File: src/rtl/tlb_assoc_param.sv
// Fully-associative ASID-tagged TLB with tree-PLRU replacement, selective flush and
// a single outstanding page-table walk that is discarded if a flush races it.
module tlb_assoc_param #(
    parameter int ENTRIES = 8,
    parameter int VPN_W   = 27,
    parameter int PPN_W   = 20,
    parameter int ASID_W  = 7
) (
    input  logic              clock,
    input  logic              reset,
    input  logic              req_valid,
    output logic              req_ready,
    input  logic [VPN_W-1:0]  req_vpn,
    input  logic              req_store,
    input  logic              req_fetch,
    input  logic              vm_enabled,
    input  logic [ASID_W-1:0] cur_asid,
    input  logic              priv_s,
    input  logic              status_pum,
    input  logic              status_mxr,
    output logic              resp_miss,
    output logic [PPN_W-1:0]  resp_ppn,
    output logic              resp_xcpt_ld,
    output logic              resp_xcpt_st,
    output logic              resp_xcpt_if,
    output logic              ptw_req_valid,
    input  logic              ptw_req_ready,
    output logic [VPN_W-1:0]  ptw_req_vpn,
    input  logic              ptw_resp_valid,
    input  logic [PPN_W-1:0]  ptw_resp_ppn,
    input  logic [5:0]        ptw_resp_perm,
    input  logic              flush_valid,
    input  logic              flush_asid_en,
    input  logic              flush_vpn_en,
    input  logic [ASID_W-1:0] flush_asid,
    input  logic [VPN_W-1:0]  flush_vpn,
    output logic [1:0]        o_dbg_state
);
    localparam int IDX_W = $clog2(ENTRIES);

    typedef enum logic [1:0] {
        S_READY    = 2'd0,
        S_REQUEST  = 2'd1,
        S_WAIT     = 2'd2,
        S_WAIT_INV = 2'd3
    } state_t;

    state_t              r_state, w_state_next;
    logic [ENTRIES-1:0]  r_valid;
    logic [VPN_W-1:0]    r_tag_vpn  [ENTRIES];
    logic [ASID_W-1:0]   r_tag_asid [ENTRIES];
    logic [PPN_W-1:0]    r_ppn      [ENTRIES];
    logic [5:0]          r_perm     [ENTRIES];   // {g,d,u,x,w,r}
    logic [ENTRIES-1:0]  r_plru, w_plru_next;    // heap-ordered nodes 1..ENTRIES-1, bit 0 unused
    logic [VPN_W-1:0]    r_cap_vpn;
    logic [ASID_W-1:0]   r_cap_asid;
    logic [IDX_W-1:0]    r_victim;
    logic                r_victim_flushed;

    logic [ENTRIES-1:0]  w_hit, w_clear, w_refill_onehot;
    logic [IDX_W-1:0]    w_hit_idx, w_first_inv, w_plru_victim, w_touch_idx, w_refill_idx;
    logic                w_hit_any, w_any_inv, w_capture, w_refill, w_touch;
    logic [5:0]          w_perm;
    logic                w_priv_bad;

    always_comb begin
        w_hit       = '0;
        w_clear     = '0;
        w_hit_idx   = '0;
        w_first_inv = '0;
        for (int i = 0; i < ENTRIES; i++) begin
            w_hit[i] = r_valid[i] && (r_tag_vpn[i] == req_vpn) &&
                       (r_perm[i][5] || (r_tag_asid[i] == cur_asid));
            w_clear[i] = flush_valid &&
                         (!flush_asid_en || ((r_tag_asid[i] == flush_asid) && !r_perm[i][5])) &&
                         (!flush_vpn_en || (r_tag_vpn[i] == flush_vpn));
            if (w_hit[i]) w_hit_idx = IDX_W'(i);
        end
        for (int i = ENTRIES - 1; i >= 0; i--) begin
            if (!r_valid[i]) w_first_inv = IDX_W'(i);
        end
    end

    assign w_hit_any  = |w_hit;
    assign w_any_inv  = ~&r_valid;
    assign w_perm     = r_perm[w_hit_idx];
    assign w_priv_bad = (w_perm[3] & priv_s & (status_pum | req_fetch)) | (~w_perm[3] & ~priv_s);

    always_comb begin
        resp_miss    = 1'b0;
        resp_ppn     = '0;
        resp_xcpt_ld = 1'b0;
        resp_xcpt_st = 1'b0;
        resp_xcpt_if = 1'b0;
        if (!vm_enabled) begin
            resp_ppn = PPN_W'(req_vpn);
        end else begin
            resp_miss = req_valid & ~w_hit_any;
            if (w_hit_any) begin
                resp_ppn     = r_ppn[w_hit_idx];
                resp_xcpt_ld = ~req_store & ~req_fetch &
                               (w_priv_bad | ~(w_perm[0] | (w_perm[2] & status_mxr)));
                resp_xcpt_st = req_store & (w_priv_bad | ~w_perm[1] | ~w_perm[4]);
                resp_xcpt_if = req_fetch & (w_priv_bad | ~w_perm[2]);
            end
        end
    end

    // Handshake: a lookup is accepted when req_valid & req_ready; a walk is handed
    // off when ptw_req_valid & ptw_req_ready; ptw_resp_valid is a one-cycle pulse.
    always_comb begin
        w_state_next = r_state;
        w_capture    = 1'b0;
        w_refill     = 1'b0;
        case (r_state)
            S_READY: begin
                if (req_valid && vm_enabled && !w_hit_any && !flush_valid) begin
                    w_state_next = S_REQUEST;
                    w_capture    = 1'b1;
                end
            end
            S_REQUEST: begin
                if (ptw_req_ready) w_state_next = flush_valid ? S_WAIT_INV : S_WAIT;
                else if (flush_valid) w_state_next = S_READY;
            end
            S_WAIT: begin
                if (flush_valid) begin
                    w_state_next = ptw_resp_valid ? S_READY : S_WAIT_INV;
                end else if (ptw_resp_valid) begin
                    w_state_next = S_READY;
                    w_refill     = 1'b1;
                end
            end
            S_WAIT_INV: begin
                if (ptw_resp_valid) w_state_next = S_READY;
            end
            default: w_state_next = S_READY;
        endcase
    end

    always_comb begin
        logic [IDX_W-1:0] w_vnode;
        w_plru_victim = '0;
        w_vnode       = IDX_W'(1);
        for (int l = 0; l < IDX_W; l++) begin
            w_plru_victim[IDX_W-1-l] = r_plru[w_vnode];
            w_vnode = (w_vnode << 1) | IDX_W'(r_plru[w_vnode]);
        end
    end

    // Each node on the touched path is pointed away from the touched leaf.
    assign w_touch      = w_refill | (req_valid & req_ready & vm_enabled & w_hit_any);
    assign w_refill_idx = r_victim_flushed ? w_first_inv : r_victim;
    assign w_touch_idx  = w_refill ? w_refill_idx : w_hit_idx;

    always_comb begin
        logic [IDX_W-1:0] w_tnode;
        w_plru_next = r_plru;
        w_tnode     = IDX_W'(1);
        if (w_touch) begin
            for (int l = 0; l < IDX_W; l++) begin
                w_plru_next[w_tnode] = ~w_touch_idx[IDX_W-1-l];
                w_tnode = (w_tnode << 1) | IDX_W'(w_touch_idx[IDX_W-1-l]);
            end
        end
    end

    assign w_refill_onehot = w_refill ? (ENTRIES'(1) << w_refill_idx) : '0;

    always_ff @(posedge clock) begin
        if (reset) begin
            r_state          <= S_READY;
            r_valid          <= '0;
            r_plru           <= '0;
            r_victim_flushed <= 1'b0;
        end else begin
            r_state <= w_state_next;
            r_valid <= (r_valid & ~w_clear) | w_refill_onehot;
            if (w_touch) r_plru <= w_plru_next;
            if (w_capture) r_victim_flushed <= 1'b0;
            else if (r_state != S_READY && w_clear[r_victim]) r_victim_flushed <= 1'b1;
        end
    end

    always_ff @(posedge clock) begin
        if (w_capture) begin
            r_cap_vpn  <= req_vpn;
            r_cap_asid <= cur_asid;
            r_victim   <= w_any_inv ? w_first_inv : w_plru_victim;
        end
        if (w_refill) begin
            r_tag_vpn[w_refill_idx]  <= r_cap_vpn;
            r_tag_asid[w_refill_idx] <= r_cap_asid;
            r_ppn[w_refill_idx]      <= ptw_resp_ppn;
            r_perm[w_refill_idx]     <= ptw_resp_perm;
        end
    end

    assign req_ready     = (r_state == S_READY);
    assign ptw_req_valid = (r_state == S_REQUEST);
    assign ptw_req_vpn   = r_cap_vpn;
    assign o_dbg_state   = r_state;
endmodule
File: config.mk
export PLATFORM = sky130hd
export DESIGN_NAME = tlb_assoc_param
export DESIGN_NICKNAME = d
export VERILOG_FILES = /design/src/rtl/tlb_assoc_param.sv
export SDC_FILE = /design/constraint.sdc
export NUM_CORES = 1
export LEC_CHECK = 0
export CAP_MARGIN = 0
export CORE_MARGIN = 10
export CORE_UTILIZATION = 40
export DETAILED_ROUTE_END_ITERATION = 8
export PLACE_DENSITY = 0.54
export SLEW_MARGIN = 20
export SYNTH_ARGS = -nofsm -noshare
export SYNTH_HDL_FRONTEND = slang
export SYNTH_SLANG_ARGS = --single-unit
export TNS_END_PERCENT = 5
File: constraint.sdc
create_clock -name clock -period 7.53 [get_ports clock]
set_input_delay 1.506 -clock clock [delete_from_list [all_inputs] [get_ports clock]]
set_output_delay 1.506 -clock clock [all_outputs]
set_load 0.01 [all_outputs]
==> impl_metrics.json, run 1 <==
{
  "htree_levels": 2,
  "r2r-end": "ptw_req_vpn[0]",
  "worstSetupPathType": "in -> out",
  "numCtsBuffers": 61,
  "hold_viol": 0,
  "syn_nets": 1957,
  "grtUsageTotal": 0.272,
  "startpoint": "cur_asid[3]",
  "design_area_um2": 31400,
  "slew_violations": 0,
  "drv_cap": 0,
  "clockRootBuffer": "clkbuf_16",
  "dieHeight_um": 274,
  "setup_viol": 0,
  "first_pass_iters": 5,
  "rrSetupSlack_ps": 3410,
  "cp.depth": 15,
  "drive_gt1_frac": 0.149,
  "grt_overflow_total": 0,
  "hold_slack_ps": 526,
  "slew_headroom": 0.236,
  "synth_area_leaders": "edfxtp_1 60%, xnor2_1 11%, xor2_1 6.9%, nand4_1 3.2%, mux2i_1 1.9%",
  "yosysMostFrequentCell": "edfxtp_1",
  "synth_edf_count": 517,
  "vias": 17400,
  "cts_sinks": 535,
  "cts.clk_slew.worst_paths_ps": 60,
  "p_leak_nw": 10.0,
  "crit_buf_inv": 5,
  "synth_cell_types": 72,
  "worstSetupEndpoint": "resp_xcpt_ld",
  "detail_route.wl_per_cell_um": 34.3,
  "start_kind": "input port",
  "antenna_found_initial": 4,
  "tightest_slew_ps": 1150,
  "r2r_start": "r_tag_asid[1][3]",
  "crit_top_cell": "buf_4",
  "drt_wl_total_um": 103000,
  "hold_buffers": 0,
  "slowest_delay_ps": 610,
  "clock_path_buffers": 3,
  "synthFlopType": "edfxtp_1",
  "rsz0062_at_grt": "no",
  "synth_cells": 1849,
  "grt_pass1_wl_um": 141000,
  "fillers": 5587,
  "fin_tns_setup_ps": 0,
  "area_growth_pct": 22.1,
  "initial_core_util": 0.406,
  "via_per_inst": 5.77,
  "die_area_um2": 74800,
  "cp_top_family": "compound AO/OA/AOI/OAI gates",
  "drt_iter0_markers": 2009,
  "ys_ff_latch": 535,
  "hold_class": "reg -> reg",
  "ys_seq_area_frac": 0.618,
  "final_cell_count_no_fill": 3019,
  "synth_top_cell_area_share": 0.604,
  "async_flop_share": 0,
  "yosys-top-cells-count": "517 x edfxtp_1, 337 x xnor2_1, 203 x xor2_1, 131 x nand4_1, 70 x nand2_1",
  "ant_nets": 0,
  "critPathArrivalTime_ps": 5910,
  "cts_tree": "yes",
  "core_area_um2": 63300,
  "die_width_um": 274,
  "syn_area_per_cell_um2": 13.9,
  "place_hpwl_um": 74200,
  "placed_cells": 2906,
  "finalWeightedCongestion": 1.01,
  "fmax_ghz": 0.135,
  "worst-r2r-cell-count": 10,
  "cp.required_ps": 6020,
  "ios": 163,
  "rows": 92,
  "crit_path_max_fanout": 8,
  "status": "finished clean",
  "pwr_density_cell_nw_per_um2": 219,
  "remaining_drc_errors": 0,
  "place_area_um2": 29300,
  "grt_pass1_vias": 17300,
  "cpMaxStageDelayCell": "clkdlybuf4s50_1",
  "ys_warn_count": 0,
  "grt_max_degree": 60,
  "synth_top_area_cell": "edfxtp_1",
  "post-route-period-util": 0.985,
  "period_needed_ps": 7420,
  "clock_latency_ps": 660,
  "num-nets-final": 2232,
  "peakVddDrop_uv": 180,
  "crit_path_end_kind": "primary output",
  "synth_area_um2": 25700,
  "finClkSkew_ps": 26.2,
  "post_cts_buffers": 0,
  "crit_chain": "clkdlybuf4s50_1 -> buf_4 -> xor2_1 -> nor4_1 -> a41oi_1 -> nor3_1 -> buf_4 -> a21bo_2 -> a21o_2 -> buf_4 -> a211oi_2 -> o21bai_2 -> a211o_1 -> a2111oi_2 -> clkdlybuf4s50_1",
  "portBuffers": 162
}
[worst reg2reg max path, delay by kind of cell (launching register included)]
| family | cells | cell delay [ps] |
|---|---|---|
| AO/OA/AOI/OAI | 1 | 520 |
| XOR/XNOR | 1 | 390 |
| flip-flops | 1 | 410 |
| AND/OR/NAND/NOR | 6 | 1800 |
| buffers and inverters | 2 | 580 |
[cell families (layout without fill, tap and decap cells)]
group / after synthesis / count (layout) / synth area share
AOI/OAI and AO/OA: 137 / 137 / 0.0416
xor gates and xnor gates: 545 / 545 / 0.187
buffers and inverters: 131 / 454 / 0.0253
DFF: 535 / 535 / 0.618
muxes: 95 / 95 / 0.0402
other: 0 / 1 / 0
and+or+nand+nor: 406 / 406 / 0.0881
[sequential cells by signal (all words and copies together), names as in the netlist]
signal            count
r_tag_vpn           216
r_cap_asid            7
r_ppn               160
r_victim_flushed      1
r_perm               48
o_dbg_state           2
ptw_req_vpn          27
r_victim              3
r_valid               8
r_plru                7
r_tag_asid           56
[power breakdown]
part / internal [W] / leakage (nW) / total (W) / switching, W
Clock: 0.00176 / 0.971 / 0.00304 / 0.00128
Sequential: 0.00326 / 4.80 / 0.00329 / 0.0000274
Combinational: 0.000207 / 4.26 / 0.000538 / 0.000331
[repair_timing]
item | 4_1_cts | 5_1_grt
hold endpoints to repair | 0 | 0
resized for setup | 0 | 5
setup endpoints to repair | 0 | 20
[per-layer routing]
metal / wire length (um) / part of all wire / global-route usage
met3: 7530 / 0.073 / 0.0409
met4: 3480 / 0.034 / 0.0893
met1: 45500 / 0.44 / 0.382
met2: 47000 / 0.45 / 0.424
met5: 26 / 0.00025 / 0
[worst min-delay path by stage]
stage | start | end | slack, ps | cells past startpoint
after global routing | r_plru[3] | r_plru[3] | 580 | 2
final | r_plru[7] | r_plru[7] | 530 | 2
after CTS | r_plru[7] | r_plru[7] | 520 | 2
after floorplan | r_plru[7] | r_plru[7] | 450 | 2
after detailed placement | r_plru[7] | r_plru[7] | 510 | 2
after global placement | r_plru[7] | r_plru[7] | 480 | 2
[final cells by class]
class	instances	area, um2	area share
diodes	1	2.50	0.0000797
clock buffers	70	1560	0.0497
clock inverters	41	449	0.0143
inverters	30	113	0.00359
multi-input cells	1183	9300	0.296
flip-flops and latches	535	15900	0.506
well taps	846	1060	0.0337
repair buffers	313	3030	0.0964
[cell usage in the layout, fill, tap and decap left out, types with 10 or more instances in the layout]
cell type        count
clkbuf_16           61
clkdlybuf4s50_1    162
o211ai_1            23
dfxtp_1             18
nor2_1              27
o21ai_0             16
or4_1               14
mux2i_1             50
buf_4              130
o41ai_1             10
a21oi_1             20
nand3_1             42
xor2_1             203
xnor2_1            334
mux2_2              42
clkinv_1            18
nor3_1              17
nor4_1              56
nand2_1             70
o221ai_1            20
inv_1               30
buf_12              20
edfxtp_1           517
nand4_1            131
[through the flow]
| stage | power (W) | setup WS (ps) | util |
|---|---|---|---|
| floorplan | 0.00357 | 1200 | - |
| global placement | 0.00388 | 68.7 | 0.463 |
| detailed placement | 0.00387 | 62.4 | 0.463 |
| CTS | 0.00689 | 47.5 | 0.495 |
| global route | 0.00704 | 24.8 | 0.496 |
| finish | 0.00686 | 114 | 0.496 |
(Power assumes the default switching activity.)
==> inputs of run 2 (changes only) <==
--- a/config.mk
+++ b/config.mk
@@ -10,6 +10,7 @@
 export CORE_UTILIZATION = 40
 export DETAILED_ROUTE_END_ITERATION = 8
 export PLACE_DENSITY = 0.54
+export RECOVER_POWER = 50
 export SLEW_MARGIN = 20
 export SYNTH_ARGS = -nofsm -noshare
 export SYNTH_HDL_FRONTEND = slang
==> run 2 against run 1 <==
Critical path type unchanged. Core utilization is essentially flat. Design area barely moved. Total power shrank 0.15%. Critical path depth stayed put. Count of clock-buffer cells in the layout is the same. Non-clock buffer count unchanged. Clock skew fell by 1.1 ps. Combinational power fell by 1%.
==> impl_metrics.json, run 2 (same netlist as run 1, synthesis figures left out) <==
{
  "wl_met3_um": 7290,
  "post-route-period-util": 0.987,
  "setup_viol": 0,
  "finClkSkew_ps": 25.1,
  "pre_cts_ws_ps": 62.4,
  "place_area_um2": 29300,
  "dr_wl_met2_um": 47100,
  "period_needed_ps": 7430,
  "hold_viol": 0,
  "crit_path_end_kind": "primary output",
  "via_per_inst": 5.75,
  "wirelength_met1_um": 45500,
  "hold_start": "r_plru[6]",
  "place_hpwl_um": 74200,
  "first_pass_iters": 5,
  "crit_path_max_fanout": 8,
  "core_area_um2": 63300,
  "slew_violations": 0,
  "clock_path_buffers": 3,
  "finalWeightedCongestion": 1.01,
  "start_kind": "input port",
  "rows": 92,
  "final_common_cell": "edfxtp_1",
  "dr.max_layer_used": "met5",
  "remaining_drc_errors": 0,
  "rrSetupSlack_ps": 3410,
  "slew_headroom": 0.116,
  "layout_common_cells": "517 x edfxtp_1, 334 x xnor2_1, 203 x xor2_1",
  "design_area_um2": 31400,
  "cts_sinks": 535,
  "reg_top3": "r_tag_vpn: 216 flops, r_ppn: 160 flops, r_tag_asid: 56 flops",
  "r2r-end": "ptw_req_vpn[0]",
  "cts_tree": "yes",
  "tightest_slew_ps": 1320,
  "cts.clk_slew.worst_paths_ps": 60,
  "initial_core_util": 0.406,
  "startpoint": "cur_asid[3]",
  "critPathArrivalTime_ps": 5930,
  "fin_tns_setup_ps": 0,
  "die_width_um": 274,
  "grt_pass1_wl_um": 141000,
  "r2r_start": "r_tag_asid[1][3]",
  "largest_reg_flops": 216,
  "regMostFlops": "r_tag_vpn",
  "final_cell_count_no_fill": 3019,
  "antenna_found_initial": 5,
  "vias": 17400,
  "post_cts_buffers": 0,
  "clock_latency_ps": 660,
  "seqPwrFrac": 0.480,
  "grt_pass1_vias": 17300,
  "worst-r2r-cell-count": 10,
  "swShare": 0.238,
  "placed_cells": 2906,
  "drt_iter0_markers": 1932,
  "dieHeight_um": 274,
  "power_frac_comb": 0.078,
  "hold_class": "reg -> reg",
  "htree_levels": 2,
  "area_growth_pct": 22.0,
  "clock_power_share": 0.443,
  "drive_gt1_frac": 0.147,
  "grtUsageTotal": 0.272,
  "p_switching_w": 0.00163,
  "drv_cap": 0,
  "detail_route.wl_per_cell_um": 34.3,
  "power_w": 0.00685,
  "peakVddDrop_uv": 180,
  "ant_nets": 0,
  "numCtsBuffers": 61,
  "fmax_ghz": 0.135,
  "cp.required_ps": 6020,
  "grt_max_degree": 60,
  "hold_buffers": 0,
  "p_leak_nw": 10.0,
  "rsz0062_at_grt": "no",
  "pwr_density_cell_nw_per_um2": 218,
  "die_area_um2": 74800,
  "whs_endpoint": "r_plru[6]",
  "internal_power_w": 0.00522,
  "setup_slack_ps": 97.1,
  "drt_wl_total_um": 103000,
  "num-nets-final": 2232,
  "post_cts_resize_count": 0,
  "grt_overflow_total": 0,
  "holdPathStages": 2,
  "status": "finished clean",
  "ios": 163,
  "portBuffers": 162,
  "worstSetupPathType": "in -> out",
  "clockRootBuffer": "clkbuf_16"
}
[run 2: worst max-delay path, stage by stage]
cell and delay (ps):
clkdlybuf4s50_1 500, buf_4 200, xor2_1 360, nor4_1 120
a41oi_1 550, nor3_1 170, buf_4 180, a21bo_2 270
a21o_2 300, buf_4 160, a211oi_2 220, o21bai_2 100
a211o_1 320, a2111oi_2 360, clkdlybuf4s50_1 610
[run 2: worst max-delay path by stage]
stage | end | slack, ps | cells after the start
finish | resp_xcpt_ld | 100 | 15
global placement | resp_xcpt_st | 70 | 15
CTS | resp_ppn[10] | 50 | 16
floorplan | ptw_req_vpn[0] | 1200 | 10
detailed placement | resp_ppn[10] | 60 | 16
global route | resp_ppn[1] | 7 | 16
[run 2: layout make-up]
class,count,area (um2)
flip-flops and latches,535,15900
fillers,5589,31900
multi-input cells,1183,9280
diodes,1,2.50
repair buffers,313,3020
clock buffers,70,1560
well taps,846,1060
clock inverters,41,449
inverters,30,113
[run 2: stage by stage]
stage / hold WS (ps) / util
6_report: 538 / 0.495
5_1_grt: 576 / 0.495
4_1_cts: 524 / 0.495
3_5_place_dp: 510 / 0.463
3_3_place_gp: 479 / 0.463
2_1_floorplan: 454 / -
[run 2: per-layer routing]
metal | GRT usage | vias to the layer above
met1 | 0.382 | 8996
met2 | 0.424 | 758
met5 | 0 | -
met3 | 0.0409 | 146
met4 | 0.0893 | 4
li1 | - | 7464
[run 2: power by group through the flow]
stage	clock network (W)	logic (W)	registers (W)
2_1_floorplan	0	0.000232	0.00333
3_3_place_gp	0	0.000530	0.00335
3_5_place_dp	0	0.000526	0.00335
4_1_cts	0.00307	0.000529	0.00329
5_1_grt	0.00320	0.000547	0.00329
6_report	0.00303	0.000532	0.00329
